File: config.mk
export PLATFORM = sky130hd
export DESIGN_NAME = ysyx_23060124_ifu
export DESIGN_NICKNAME = d
export VERILOG_FILES = /design/src/rtl/ysyx_23060124_ifu_pkg.sv /design/src/rtl/ysyx_23060124_ifu.sv
export SDC_FILE = /design/constraint.sdc
export NUM_CORES = 1
export LEC_CHECK = 0
export ABC_AREA = 0
export BUFFER_PORTS_ARGS = -buffer_cell sky130_fd_sc_hd__buf_4
export CORE_MARGIN = 2
export CORE_UTILIZATION = 45
export DETAILED_ROUTE_END_ITERATION = 6
export GPL_TIMING_DRIVEN = 1
export HOLD_SLACK_MARGIN = 0.15
export PLACE_DENSITY_LB_ADDON = 0.12
export SLEW_MARGIN = 20
export SYNTH_ARGS = -nofsm -noshare
export SYNTH_HDL_FRONTEND = slang
export SYNTH_SLANG_ARGS = --single-unit
File: constraint.sdc
create_clock -name clock -period 2.15 [get_ports clock]
set_clock_uncertainty 0.05 [all_clocks]
set_input_delay 0.215 -clock clock [delete_from_list [all_inputs] [get_ports clock]]
set_output_delay 0.215 -clock clock [all_outputs]
set_load 0.01 [all_outputs]
File: src/rtl/ysyx_23060124_ifu_pkg.sv
`default_nettype none
// ============================================================================
// Module  : ysyx_23060124_ifu_pkg
// Brief   : Shared constants and state encoding for the instruction fetch unit
// Revision: 1.0 - initial release
// ============================================================================
package ysyx_23060124_ifu_pkg;

   // PC loaded at reset unless the top-level parameter overrides it
   localparam logic [31:0] C_RESET_PC = 32'h3000_0000;

   // Canonical RISC-V NOP (addi x0, x0, 0) shown downstream before any fetch
   localparam logic [31:0] C_NOP_INS = 32'h0000_0013;

   // AXI read response encodings
   localparam logic [1:0] C_RESP_OKAY   = 2'b00;
   localparam logic [1:0] C_RESP_EXOKAY = 2'b01;
   localparam logic [1:0] C_RESP_SLVERR = 2'b10;
   localparam logic [1:0] C_RESP_DECERR = 2'b11;

   // Fetch FSM states
   typedef enum logic [1:0] {
      IFU_IDLE = 2'd0,
      IFU_AR   = 2'd1,
      IFU_R    = 2'd2,
      IFU_HOLD = 2'd3
   } ifu_state_e;

endpackage : ysyx_23060124_ifu_pkg
`default_nettype wire

File: src/rtl/ysyx_23060124_ifu.sv
`default_nettype none
// ============================================================================
// Module  : ysyx_23060124_ifu
// Brief   : Instruction fetch unit. Holds the PC, fetches one instruction per
//           AXI4-Lite read and hands it to decode over valid/ready. Redirects
//           from later stages flush any in-flight read.
// Revision: 1.0 - initial release
// ============================================================================
module ysyx_23060124_ifu
   import ysyx_23060124_ifu_pkg::*;
#(
   parameter int                ADDR_W   = 32,
   parameter logic [ADDR_W-1:0] RESET_PC = ADDR_W'(C_RESET_PC)
) (
   input  logic              clock,
   input  logic              reset,
   // AXI4-Lite read address channel
   output logic [ADDR_W-1:0] o_araddr,
   output logic              o_arvalid,
   input  logic              i_arready,
   // AXI4-Lite read data channel
   input  logic [31:0]       i_rdata,
   input  logic [1:0]        i_rresp,
   input  logic              i_rvalid,
   output logic              o_rready,
   // Redirect from later stages
   input  logic              i_redirect_valid,
   input  logic [ADDR_W-1:0] i_redirect_pc,
   // Downstream to decode
   output logic [31:0]       o_ins,
   output logic [ADDR_W-1:0] o_pc,
   output logic              o_fault,
   output logic              o_post_valid,
   input  logic              i_post_ready
);

   ifu_state_e        state_q,      state_d;
   logic [ADDR_W-1:0] pc_q,         pc_d;
   logic [ADDR_W-1:0] pc_pending_q, pc_pending_d;
   logic              flush_q,      flush_d;
   logic [31:0]       ins_q,        ins_d;
   logic [ADDR_W-1:0] ins_pc_q,     ins_pc_d;
   logic              fault_q,      fault_d;
   logic              arvalid_q,    arvalid_d;
   logic              rready_q,     rready_d;
   logic              post_valid_q, post_valid_d;

   logic              ar_hs;
   logic              r_hs;
   logic              post_hs;

   assign ar_hs   = arvalid_q & i_arready;
   assign r_hs    = rready_q & i_rvalid;
   assign post_hs = post_valid_q & i_post_ready;

   // Next-state, PC and output-latch logic; outputs are derived from the
   // next state so every bus/handshake output comes straight from a flop.
   always_comb begin
      state_d      = state_q;
      pc_d         = pc_q;
      pc_pending_d = pc_pending_q;
      flush_d      = flush_q;
      ins_d        = ins_q;
      ins_pc_d     = ins_pc_q;
      fault_d      = fault_q;

      case (state_q)
         IFU_IDLE: begin
            if (i_redirect_valid) begin
               pc_d = i_redirect_pc;
            end
            state_d = IFU_AR;
         end

         IFU_AR: begin
            // araddr must stay stable until accepted, so a redirect here is
            // parked and the in-flight read is marked for discard.
            if (i_redirect_valid) begin
               pc_pending_d = i_redirect_pc;
               flush_d      = 1'b1;
            end
            if (ar_hs) begin
               state_d = IFU_R;
            end
         end

         IFU_R: begin
            if (r_hs) begin
               if (flush_q || i_redirect_valid) begin
                  // Wrong-path data: drop it and restart at the newest target
                  flush_d = 1'b0;
                  pc_d    = i_redirect_valid ? i_redirect_pc : pc_pending_q;
                  state_d = IFU_AR;
               end else begin
                  ins_d    = i_rdata;
                  ins_pc_d = pc_q;
                  fault_d  = (i_rresp != C_RESP_OKAY);
                  state_d  = IFU_HOLD;
               end
            end else if (i_redirect_valid) begin
               pc_pending_d = i_redirect_pc;
               flush_d      = 1'b1;
            end
         end

         IFU_HOLD: begin
            // Redirect wins over a simultaneous decode handshake
            if (i_redirect_valid) begin
               pc_d    = i_redirect_pc;
               state_d = IFU_AR;
            end else if (post_hs) begin
               pc_d    = pc_q + ADDR_W'(4);
               state_d = IFU_AR;
            end
         end

         default: begin
            state_d = IFU_IDLE;
         end
      endcase

      arvalid_d    = (state_d == IFU_AR);
      rready_d     = (state_d == IFU_R);
      post_valid_d = (state_d == IFU_HOLD);
   end

   // State and output registers with asynchronous active-low reset
   always_ff @(posedge clock or negedge reset) begin
      if (!reset) begin
         state_q      <= IFU_IDLE;
         pc_q         <= RESET_PC;
         pc_pending_q <= RESET_PC;
         flush_q      <= 1'b0;
         ins_q        <= C_NOP_INS;
         ins_pc_q     <= RESET_PC;
         fault_q      <= 1'b0;
         arvalid_q    <= 1'b0;
         rready_q     <= 1'b0;
         post_valid_q <= 1'b0;
      end else begin
         state_q      <= state_d;
         pc_q         <= pc_d;
         pc_pending_q <= pc_pending_d;
         flush_q      <= flush_d;
         ins_q        <= ins_d;
         ins_pc_q     <= ins_pc_d;
         fault_q      <= fault_d;
         arvalid_q    <= arvalid_d;
         rready_q     <= rready_d;
         post_valid_q <= post_valid_d;
      end
   end

   assign o_araddr     = pc_q;
   assign o_arvalid    = arvalid_q;
   assign o_rready     = rready_q;
   assign o_ins        = ins_q;
   assign o_pc         = ins_pc_q;
   assign o_fault      = fault_q;
   assign o_post_valid = post_valid_q;

endmodule : ysyx_23060124_ifu
`default_nettype wire

[After elaboration in Yosys (flattened, before gate mapping)]
Cells that the tools add are included.
Storage, ports and cells
  input port bits: 72
  output and inout port bits: 100
  register bits: 135
  word-level logic and storage cells: 55
Operators by class
  reduce and logical (&&, ||, !) cells: 9
  equal/unequal tests: 12
  add/subtract/negate cells: 1
  bitwise logic cells: 4
  muxes and demuxes: 19
Operators by type and width (count)
  32-bit 2-to-1 mux: 7
  32-bit case mux with 3 select lines: 1
  32-bit case mux with 2 select lines: 1
  32-bit by 3-bit adder with 32-bit output (second input constant): 1
  2-bit 2-to-1 mux: 5
  2-bit == test (second input constant): 4
  2-bit != test (second input constant): 4
  2-bit case mux with 4 select lines: 1
  3-bit != test (second input constant): 2
  5-bit AND reduction: 1
  2-bit by 1-bit == test with 1-bit output (second input constant): 2
  2-bit AND reduction: 2
  2-bit nonzero test: 2
  1-bit AND: 3
  1-bit 2-to-1 mux: 3
  3-bit AND reduction: 1
  3-bit nonzero test: 1
  2-bit zero test: 1
  1-bit case mux with 2 select lines: 1
  1-bit logical OR: 1
  1-bit NOT: 1

[Logic depth before layout (Yosys ltp)]
  depth after elaboration: 5
  gate-level depth with buffers: 8
  depth with buffers taken out: 6

[Least setup slack after synthesis]
No wires, ideal clock.
  kind: reg-to-reg
  from: register pc_q[2] (netlist: o_araddr[2])
  to: register pc_q[28] (netlist: o_araddr[28])
  buffers on the path: 0
  cell stages (with the launch flop): 7
  slack: 0.304 ns
  library setup time: 0.082 ns
  data required time: 2.018 ns
  clock period less this slack: 1.846 ns
  arrival: 1.714 ns
  cell sequence: dfrtp_1 -> ha_1 -> nand3_1 -> nor3_4 -> nand4_1 -> a41o_1 -> a211o_1
On the way
  cells in the longest elaborated chain, start to end: 4
Ends and longest elaborated chain
  start: declaration: RTL line ysyx_23060124_ifu.sv:38  | logic [ADDR_W-1:0] pc_q, pc_d;
  start signal: assignment: RTL line ysyx_23060124_ifu.sv:142  | pc_q <= pc_d;
  32-bit by 3-bit adder with 32-bit output: RTL line ysyx_23060124_ifu.sv:112  | pc_d = pc_q + ADDR_W'(4);
  32-bit 2-to-1 mux: RTL line ysyx_23060124_ifu.sv:111  | end else if (post_hs) begin
  32-bit 2-to-1 mux: RTL line ysyx_23060124_ifu.sv:108  | if (i_redirect_valid) begin
  32-bit case mux with 3 select lines: RTL line ysyx_23060124_ifu.sv:67  | case (state_q)
No other way between the ends. The select of a mux whose other input is x is not followed.
A chain may end at the register's enable or synchronous reset.

[Final worst setup path]
  from: register state_q[0]
  to: register pc_q[21] (netlist: o_araddr[21])
On the way
  cells in the longest elaborated chain, start to end: 3
  elaborated cells between the ends (all ways): 10
  those cells by class: 6 x eq/ne; 1 x mux; 3 x reduce/logical
Ends and longest elaborated chain
  start: declaration: RTL line ysyx_23060124_ifu.sv:37  | ifu_state_e state_q, state_d;
  start signal: assignment: RTL line ysyx_23060124_ifu.sv:141  | state_q <= state_d;
  2-bit == test / 2-bit zero test (equally long branches): RTL line ysyx_23060124_ifu.sv:67
  3-bit != test (no source line) (tied with other cells)
  5-bit AND reduction (no source line)
Several ways; a longest one is shown, not always the timed one.

==> summary.md <==
| Metric | Value |
|---|---|
| Worst-path clk slew | `approximately 0.060 ns` |
| Most frequent cells in the layout | `buf_4 (205), dfrtp_1 (124), mux2_2 (93)` |
| Post-synth EDFFs | `0` |
| LEAKAGE | `4.48 nW` |
| GRT Total Usage | `0.241` |
| Adder-Cell Fraction of Synth Area | `0.00194` |
| Inserted Diodes | `0` |
| Fin crit period | `2.02 ns` |
| Final Hold Vio Count | `0` |
| Main combinational cell family by area after synthesis | `multiplexers` |
| H-tree depth | `4` |
| Worst r2r path cells | `6` |
| Final cell area excluding filler cells | `9410 sq um` |
| Crit path DAT | `2.33 ns` |
| Final hold slack | `0.180 ns` |
| Final wirelength | `18000 um` |
| Final WS setup | `0.130 ns` |
| Number of remaining DRC errors | `0` |
| Core area | `13900 sq um` |
| R2R Setup Slk | `0.13 ns` |
| Clk sinks | `135` |
| Seq/Total Area, Yosys | `0.526` |
| Setup violators final | `0` |
| First-pass GRT wire length | `about 28000 um` |
| Reg-to-reg endpoint | `o_araddr[21]$_DFFE_PN0P_` |
| Largest net degree at the start of global routing | `86` |
| Dpl cells | `916` |
| Synth Area in Compound Gates | `0.137` |
| Multi-input logic area | `between 2000 and 3000 sq um` |
| Netlist cell types | `between 50 and 60` |
| Req. time, crit path | `2.46 ns` |
| Final Non-Filler Cells | `just over 1000` |
| R2R Path Start | `state_q[0]$_DFF_PN0_` |
| FP Rows | `43` |
| Max Slew Vio Count | `0` |
| Hold Path Class | `input pin to flop` |
| Total power | `between 10 and 15 mW` |
| CTS tree | `built` |
| Max IR drop VDD | `slightly above 0.0006 V` |
| Via-to-Cell Ratio | `about 5.5` |
| Post-Synth XOR/XNOR Area | `0.0122` |
| Worst Tran Pin Value | `0.649 ns` |
| Initial antenna violation count | `0` |
| Fmax | `495 MHz` |
| Final Net Count | `about 900` |
| Status | `complete, no violations` |
| Sum Neg Setup Slack | `0 ns` |
| Simple-gate share of the synthesized area | `0.114` |
| CTS root buf | `clkbuf_16` |
| Slew Limit Headroom | `0.568` |
| Post-route antenna net violation count | `0` |
| Endpoint class of the critical path | `flop` |
| DR WL/cell | `17.7 um` |
| Synth Flop Type | `dfrtp_1` |
| Post-placement cell area | `8150 sq um` |
| Clock buffer count from CTS | `17` |
| Fin crit share | `0.940` |
| I/O pin cnt | `approximately 170` |
| Pre-CTS setup slack | `0.0808 ns` |
| Sequential cell area | `3390 sq um` |
| Register bit total from synthesis | `135` |
| Final core utilization | `0.675` |
| Initial Utilization | `0.463` |
| Worst skew pair latency | `roughly 0.42 ns` |
| Share of cells above drive strength 1 | `0.422` |
| Fill count | `between 1000 and 1500` |
| DR vias | `about 5600` |
| Max Cap Viol | `0` |
| Power Dens Cells | `around 1200 nW/um^2` |
| Area delta synth->final | `46.0%` |
| Async set-reset flop share out of synthesis | `1.00` |
| Die Ht | `124 um` |
| Vias in the first global route | `between 5000 and 6000` |
| Die area | `15300 sq um` |
| Area of the mapped netlist | `6450 sq um` |
| Synth warnings | `0` |
| Drt pass-1 iters | `4` |
| Worst Hold Depth | `3` |
| Syn Nets | `640` |
| Iteration-0 DRC Markers | `about 350` |
| Remaining Overflow, GRT | `0` |
| GP Congestion | `0.855` |
| Port Buf Inserts | `171` |
| Hold Path Sink | `o_araddr[9]$_DFFE_PN0P_` |
| Critical Path Source Type | `flop` |
| Critical path fanouts, max | `39` |
| Kind of critical path | `flop to flop` |
| Width of the die | `124 um` |
| DPL Wire Length | `12500 um` |
| Syn Inst Count | `567` |
| Syn_area_per_cell | `11.4 sq um` |
| Commonest non-fill, non-tap cell in the layout | `buf_4` |
| Mux contribution to synthesized area | `0.175` |
| RSZ-0062 raised after global routing | `false` |
| Worst Min Path Start | `i_redirect_valid` |
| Buffer levels on the longest clock path | `2` |
power breakdown:
part | internal (mW) | total [mW] | switching (mW)
combinational | 2.04 | 4.09 | 2.05
sequential | 3.32 | 4.05 | 0.725
clock | 1.65 | 2.69 | 1.04
area by class of cell:
class / instances / share of cell area
flip-flops and latches: 135 / 0.361
clock buffers: 25 / 0.0548
clock inverters: 7 / 0.00452
well taps: 180 / 0.0239
inverters: 12 / 0.00479
repair buffers: 279 / 0.248
multi-input cells: 380 / 0.304
sequential cells by signal, indices dropped and copies added, names as in the netlist:
| name | cells |
|---|---|
| flush_q | 1 |
| o_araddr | 32 |
| o_arvalid | 1 |
| o_fault | 1 |
| o_ins | 32 |
| o_pc | 32 |
| o_post_valid | 1 |
| o_rready | 1 |
| pc_pending_q | 32 |
| state_q | 2 |
cells in the mapped netlist (all sizes together), types with 8 or more instances:
master  number  area share
a21oi       29       0.023
a22oi        8      0.0093
buf         24       0.018
clkbuf      16      0.0093
dfrtp      126        0.49
dfstp        9       0.037
inv         12      0.0070
mux2        93        0.16
mux2i        8       0.012
nand2       33       0.019
nand3       20       0.016
nand4       16       0.019
nor2        26       0.015
nor3         9      0.0087
o211ai      10       0.012
o21ai       36       0.028
logic make-up after synthesis:
family | count (synthesis)
AOI/OAI and AO/OA | 134
xor gates and xnor gates | 9
adders and majority gates | 1
buffers and inverters | 52
DFF | 135
muxes | 101
and+or+nand+nor | 135
how the worst max path moves through the flow:
stage | end | start | slack [ns] | cells past startpoint
6_report | o_araddr[21]$_DFFE_PN0P_ | state_q[0]$_DFF_PN0_ | 0.13 | 6
5_1_grt | o_araddr[19]$_DFFE_PN0P_ | o_araddr[5]$_DFFE_PN0P_ | 0.02 | 6
4_1_cts | o_araddr[28]$_DFFE_PN1P_ | o_araddr[3]$_DFFE_PN0P_ | 0.07 | 6
3_5_place_dp | o_araddr[28]$_DFFE_PN1P_ | o_araddr[3]$_DFFE_PN0P_ | 0.08 | 6
3_3_place_gp | o_araddr[28]$_DFFE_PN1P_ | o_araddr[2]$_DFFE_PN0P_ | 0.21 | 6
2_1_floorplan | o_araddr[28]$_DFFE_PN1P_ | o_araddr[2]$_DFFE_PN0P_ | 0.30 | 6
critical path, cell delays in order (launching register included):
cell	delay [ns]
dfrtp_1	0.49
buf_4	0.23
nor2_1	0.20
o221ai_2	0.16
buf_12	0.20
or4_1	0.51
nand4_1	0.09
metal layers:
| metal | routed length, um | GRT usage |
|---|---|---|
| met3 | 1010 | 0.0485 |
| met1 | 7740 | 0.326 |
| met5 | 0 | 0 |
| met2 | 9030 | 0.397 |
| met4 | 214 | 0.0625 |
what timing repair did:
item	in CTS	in global routing
hold endpoints to repair	231	0
setup buffers	0	2
hold buffers	68	0
gates resized for setup	0	3
endpoints found under the setup margin	0	1
(Power assumes the default switching activity.)
